$ cat src/rtl/phy_rx_link_ctrl.sv
// phy_rx_link_ctrl
//   Link-sync controller and word assembler behind the two-lane PHY RX
//   deserialisers. It hunts for COM alignment on both lanes and declares bus
//   sync. Once synced, it strips COM/IDL control pairs and packs data byte
//   pairs into 32-bit words. Sync is dropped after repeated lane mismatches.
//
// Ports
//   clk_4f          in   byte clock, rising edge
//   reset           in   synchronous, active-high
//   lane_valid      in   lane bytes valid this cycle (0 = stall, state held)
//   lane0_byte      in   [7:0] lane 0 byte (even byte positions)
//   lane1_byte      in   [7:0] lane 1 byte (odd byte positions)
//   data_out        out  [31:0] assembled word, holds between words
//   valid_out       out  1-cycle pulse, data_out valid
//   sincronizar_bus out  1 while SYNCED
//   frame_err       out  1-cycle pulse on mismatch or half-word discard
//   state_out       out  [1:0] 00 SEARCH, 01 LOCKING, 10 SYNCED
module phy_rx_link_ctrl #(
  parameter int unsigned LOCK_CNT = 4,
  parameter int unsigned LOSS_CNT = 4,
  parameter logic [7:0]  COM      = 8'hBC,
  parameter logic [7:0]  IDL      = 8'h7C
) (
  input  logic        clk_4f,
  input  logic        reset,
  input  logic        lane_valid,
  input  logic [7:0]  lane0_byte,
  input  logic [7:0]  lane1_byte,
  output logic [31:0] data_out,
  output logic        valid_out,
  output logic        sincronizar_bus,
  output logic        frame_err,
  output logic [1:0]  state_out
);

  localparam int LW = $clog2(LOCK_CNT + 1);
  localparam int SW = $clog2(LOSS_CNT + 1);

  typedef enum logic [1:0] {
    SEARCH  = 2'b00,
    LOCKING = 2'b01,
    SYNCED  = 2'b10
  } state_t;

  typedef enum logic [1:0] {
    C_COMP,
    C_IDLP,
    C_DATA,
    C_MISM
  } class_t;

  state_t        state, state_d;
  class_t        cls;
  logic [LW-1:0] lock_cnt, lock_d;
  logic [SW-1:0] loss_cnt, loss_d;
  logic          half, half_d;
  logic [15:0]   low_word, low_d;
  logic [31:0]   word_buf, buf_d;
  logic          word_pend, pend_d;
  logic          ferr_d;
  logic          ctl0, ctl1;

  assign ctl0 = (lane0_byte == COM) || (lane0_byte == IDL);
  assign ctl1 = (lane1_byte == COM) || (lane1_byte == IDL);

  always_comb begin
    cls = C_MISM;
    if ((lane0_byte == COM) && (lane1_byte == COM))
      cls = C_COMP;
    else if ((lane0_byte == IDL) && (lane1_byte == IDL))
      cls = C_IDLP;
    else if (!ctl0 && !ctl1)
      cls = C_DATA;
  end

  always_comb begin
    state_d = state;
    lock_d  = lock_cnt;
    loss_d  = loss_cnt;
    half_d  = half;
    low_d   = low_word;
    buf_d   = word_buf;
    pend_d  = 1'b0;
    ferr_d  = 1'b0;
    if (lane_valid) begin
      case (state)
        SEARCH: begin
          if (cls == C_COMP) begin
            if (LOCK_CNT == 1) begin
              state_d = SYNCED;
              lock_d  = '0;
              loss_d  = '0;
              half_d  = 1'b0;
            end else begin
              state_d = LOCKING;
              lock_d  = LW'(1);
            end
          end
        end
        LOCKING: begin
          if (cls == C_COMP) begin
            if (32'(lock_cnt) + 32'd1 >= LOCK_CNT) begin
              state_d = SYNCED;
              lock_d  = '0;
              loss_d  = '0;
              half_d  = 1'b0;
            end else begin
              lock_d = lock_cnt + LW'(1);
            end
          end else begin
            state_d = SEARCH;
            lock_d  = '0;
          end
        end
        SYNCED: begin
          case (cls)
            C_COMP, C_IDLP: begin
              loss_d = '0;
              // A control pair splitting a word discards the pending half.
              if (half) begin
                half_d = 1'b0;
                ferr_d = 1'b1;
              end
            end
            C_DATA: begin
              loss_d = '0;
              if (!half) begin
                low_d  = {lane1_byte, lane0_byte};
                half_d = 1'b1;
              end else begin
                // Word is staged here and presented one edge later.
                buf_d  = {lane1_byte, lane0_byte, low_word};
                pend_d = 1'b1;
                half_d = 1'b0;
              end
            end
            default: begin
              ferr_d = 1'b1;
              half_d = 1'b0;
              if (32'(loss_cnt) + 32'd1 >= LOSS_CNT) begin
                state_d = SEARCH;
                lock_d  = '0;
                loss_d  = '0;
              end else begin
                loss_d = loss_cnt + SW'(1);
              end
            end
          endcase
        end
        default: begin
          state_d = SEARCH;
          lock_d  = '0;
          loss_d  = '0;
          half_d  = 1'b0;
        end
      endcase
    end
  end

  always_ff @(posedge clk_4f) begin
    if (reset) begin
      state     <= SEARCH;
      lock_cnt  <= '0;
      loss_cnt  <= '0;
      half      <= 1'b0;
      low_word  <= '0;
      word_buf  <= '0;
      word_pend <= 1'b0;
      data_out  <= '0;
      valid_out <= 1'b0;
      frame_err <= 1'b0;
    end else begin
      state     <= state_d;
      lock_cnt  <= lock_d;
      loss_cnt  <= loss_d;
      half      <= half_d;
      low_word  <= low_d;
      word_buf  <= buf_d;
      word_pend <= pend_d;
      if (word_pend)
        data_out <= word_buf;
      valid_out <= word_pend;
      frame_err <= ferr_d;
    end
  end

  assign state_out       = state;
  assign sincronizar_bus = (state == SYNCED);

endmodule

$ cat config.mk
export PLATFORM = sky130hd
export DESIGN_NAME = phy_rx_link_ctrl
export DESIGN_NICKNAME = d
export VERILOG_FILES = /design/src/rtl/phy_rx_link_ctrl.sv
export SDC_FILE = /design/constraint.sdc
export NUM_CORES = 1
export LEC_CHECK = 0
export BUFFER_PORTS_ARGS = -buffer_cell sky130_fd_sc_hd__buf_2
export CAP_MARGIN = 20
export CORE_MARGIN = 5
export CORE_UTILIZATION = 35
export DETAILED_ROUTE_END_ITERATION = 7
export GPL_TIMING_DRIVEN = 0
export MAX_ROUTING_LAYER = met4
export SYNTH_ARGS = -nofsm -noshare
export SYNTH_HDL_FRONTEND = slang
export SYNTH_SLANG_ARGS = --single-unit
$ cat constraint.sdc
create_clock -name clk_4f -period 1.6 [get_ports clk_4f]
set_clock_uncertainty 0.1 [all_clocks]
set_input_delay 0.24 -clock clk_4f [delete_from_list [all_inputs] [get_ports clk_4f]]
set_output_delay 0.24 -clock clk_4f [all_outputs]
set_load 0.01 [all_outputs]
==> reports/metrics.csv <==
stage,metric,value,unit
synthesis,number of synthesized flops with an enable pin,0,
min_path,Hold Crit Class,input port to flop,
cts,H-tree lvl count,3,
die,Site Rows,36,
setup_path,slowest CP cell,or3_4,
synthesis,Synth Area in Adders,0.7171,%
setup_path,Crit Path Max Fanout,5,
timing,setup_tns,-1.321,ns
detailed_routing,Initial DRC Count,148,
layout,area grow syn2layout,30.69,%
setup_path,Max stage delay on crit path,0.40,ns
setup_path,Crit. End Element,flop,
cts,Sink Count,92,
power,worst vdd ir,0.0004226,V
detailed_routing,DR vias/cell,4.757,
setup_path,cell breakdown of the critical path,"buf_2, nand4bb_4, or3_4, and4b_1, buf_6, buf_12, buf_12, mux2i_2, nor2_1",
setup_path,Critical path buffers and inverters,4,
die,Core Area,9729,µm²
setup_path,most frequent CP cell,buf_12,
synthesis,Yosys warning count,0,
synthesis,Mapped Avg Cell Area,9.306,µm²
cts,Skew-Pair Late Insertion Delay,0.35,ns
setup_path,type of origin of the critical path,input port,
timing,RSZ-0062 raised after global routing,yes,
detailed_routing,"antenna viol nets, final",0,
setup_path,critical path's top delay family,simple AND/OR/NAND/NOR gates,
detailed_routing,drt wl/cell,15.06,µm
synthesis,Netlist Area Pre-Place,3490,µm²
die,total die area,12070,µm²
detailed_routing,final wirelength,8.977,mm
synthesis,Synth Area in XOR/XNOR,0.5020,%
timing,Final Hold Fails,0,
synthesis,count of state elements after synthesis,92,
synthesis,Post-Synth Simple-Gate Area,20.04,%
synthesis,share of synthesized registers carrying an async set or reset,0,%
die,Die Ht,109.9,µm
layout,footprint of the multi-input gates,1723,µm²
die,die width,109.9,µm
place,placed instance area,4000,µm²
setup_path,CP Class,input port to flop,
cts,"CTS clk-pin slew, worst paths",0.08,ns
power,pwr dens,872.4,nW/µm²
synthesis,sequential area share after synthesis,52.78,%
synthesis,Main synth FF type,dfxtp_1,
synthesis,"Net Count, Synth",396,
status,status,finished with violations,
global_route,vias in the first global route,2834,
timing,Period minus WS final,1.730,ns
synthesis,Synth Instances,375,
layout,layout cells sized above 1,28.73,%
detailed_routing,first drt pass iteration count,4,
synthesis,mux cell area share after synthesis,14.06,%
global_route,global route overflow,0,
cts,# hold bufs at CTS,0,
timing,FMAX,578.1,MHz
timing,Slew @ Worst Pin,0.5795,ns
layout,Reg area,1861,µm²
global_route,initial antenna violation count,0,
setup_path,critical path required time,1.73,ns
detailed_routing,DRC violations left,0,
die,Initial Utilization,35.87,%
place,IO Port Bufs,55,
timing,Slew headroom,61.36,%
layout,fin cells,596,
cts,clock root buffer master,clkbuf_8,
synthesis,Synth cell types,41,
cts,TritonCTS clock tree,yes,
setup_path,Arrival @ worst endpoint,1.86,ns
global_route,largest net degree at the start of global routing,16,
layout,final-stage net count,479,
place,placed instance count,563,
place,hpwl dp,6.156,mm
timing,Pins Over Slew Limit,0,
timing,hold slack,0.02931,ns
global_route,first-pass GRT wire length,14.17,mm
timing,fin crit share,108.1,%
synthesis,Compound-Gate Fraction of Synth Area,8.534,%
synthesis,main combinational cell family by area after synthesis,simple AND/OR/NAND/NOR gates,
cts,clk buf depth,2,
die,I/O pin count,56,
layout,FILL cells,979,
timing,worst setup margin,-0.1299,ns
detailed_routing,DR vias,2835,
power,Leak Pwr,1.687,nW
layout,Ant. Diodes,0,
layout,Final Instance Area,4561,µm²
status,failing checks,setup timing,
global_route,GR Util All Layers,15.82,%
job,maxcap violations,0,
timing,Setup Viol. Count Final,19,
power,Final Power,3.979,mW
cts,CTS buffer count,9,
place,GP Congestion,0.8412,
[sequential cells by signal, summed over array words and instances, names as in the netlist]
name       count
low_word      16
loss_cnt       3
valid_out      1
word_buf      32
half           1
frame_err      1
lock_cnt       3
data_out      32
state_out      2
word_pend      1
[synthesized netlist by cell type, types with 2 or more instances]
cell | instances | area, µm²
buf_6 | 2 | 22.52
nand4bb_1 | 3 | 33.78
a21oi_1 | 37 | 185.2
buf_2 | 4 | 20.02
a22o_1 | 2 | 17.52
a211oi_1 | 2 | 15.01
ha_1 | 2 | 25.02
or3_4 | 2 | 22.52
clkbuf_1 | 14 | 52.55
mux2i_1 | 49 | 490.5
nor2_1 | 54 | 202.7
inv_1 | 3 | 11.26
o21ai_0 | 3 | 15.01
dfxtp_1 | 92 | 1842
nand4_1 | 2 | 12.51
o21ai_1 | 2 | 10.01
and2_1 | 3 | 18.77
xnor2_1 | 2 | 17.52
buf_1 | 3 | 11.26
a31oi_1 | 3 | 18.77
nand2_1 | 71 | 266.5
[kinds of logic (layout without fill, tap and decap cells)]
group,Yosys count,in the layout
AO/OA/AOI/OAI,53,53
XOR/XNOR,2,2
adder cells (fa/ha/maj),2,2
buffers and inverters,26,114
flip-flops,92,92
multiplexers,49,49
AND/OR/NAND/NOR,151,151
[per-layer routing]
layer  vias to the layer above  global-route usage (%)  wire length (µm)
li1                       1430                       -                 -
met1                      1319                   20.01              4235
met2                        67                   24.70              4153
met3                        19                   3.347               409
met4                         0                   6.233               179
met5                         -                       -                 0
[stage by stage]
stage | utilization [%] | worst slack, ns
floorplan | - | -0.1161
finish | 46.88 | -0.1299
global placement | 41.11 | -0.3884
CTS | 45.64 | -0.06216
global route | 46.88 | -0.1679
detailed placement | 41.11 | -0.4884
[worst register-to-register path: stages (launching register included)]
cell,delay (ns)
dfxtp_4,0.35
nand2b_4,0.14
inv_2,0.05
and2_4,0.15
and4b_1,0.19
buf_6,0.12
buf_12,0.11
buf_12,0.12
mux2i_2,0.20
nor2_1,0.06
[power breakdown]
part	switching, mW	total [mW]	internal, mW	leakage (nW)
Clock	0.818	1.55	0.733	0.0943
Combinational	0.101	0.148	0.0469	0.848
Sequential	0.000000908	2.28	2.28	0.745
Total	0.919	3.98	3.06	1.69
[timing repair]
item / in CTS / in global routing
cloned: 1 / 0
setup buffers: 13 / 4
pin swaps: 3 / 11
endpoints found under the setup margin: 83 / 65
gates resized for setup: 25 / 31
endpoints found under the hold margin: 0 / 0
[final cells by class]
type / count / area share, %
inverter: 3 / 0.2469
buffer: 23 / 3.594
clock buffer: 11 / 2.881
multi-input combinational: 257 / 37.78
clock inverter: 5 / 1.317
timing repair buffer: 72 / 9.739
tap: 133 / 3.649
sequential: 92 / 40.80
[worst paths after layout]
kind	to	slack, ns	from	cells past startpoint
max	low_word[12]	-0.13	lane0_byte[0]	9
min	word_buf[25]	0.03	lane1_byte[1]	3
max reg2reg	low_word[12]	-0.10	state_out[0]	9
min reg2reg	word_buf[20]	0.36	word_buf[20]	2
[cells in the final DEF, fill, tap and decap left out, types with 3 or more instances in the layout]
master and count:
a21oi_1 32, a21oi_2 4, nand2_1 71, dfxtp_4 4
dfxtp_2 3, dfxtp_1 85, buf_2 56, clkbuf_1 9
nor2_1 54, buf_12 3, buf_1 4, clkbuf_8 11
nand4bb_4 3, buf_4 15, buf_6 5, mux2i_1 48
(Power assumes the default switching activity.)
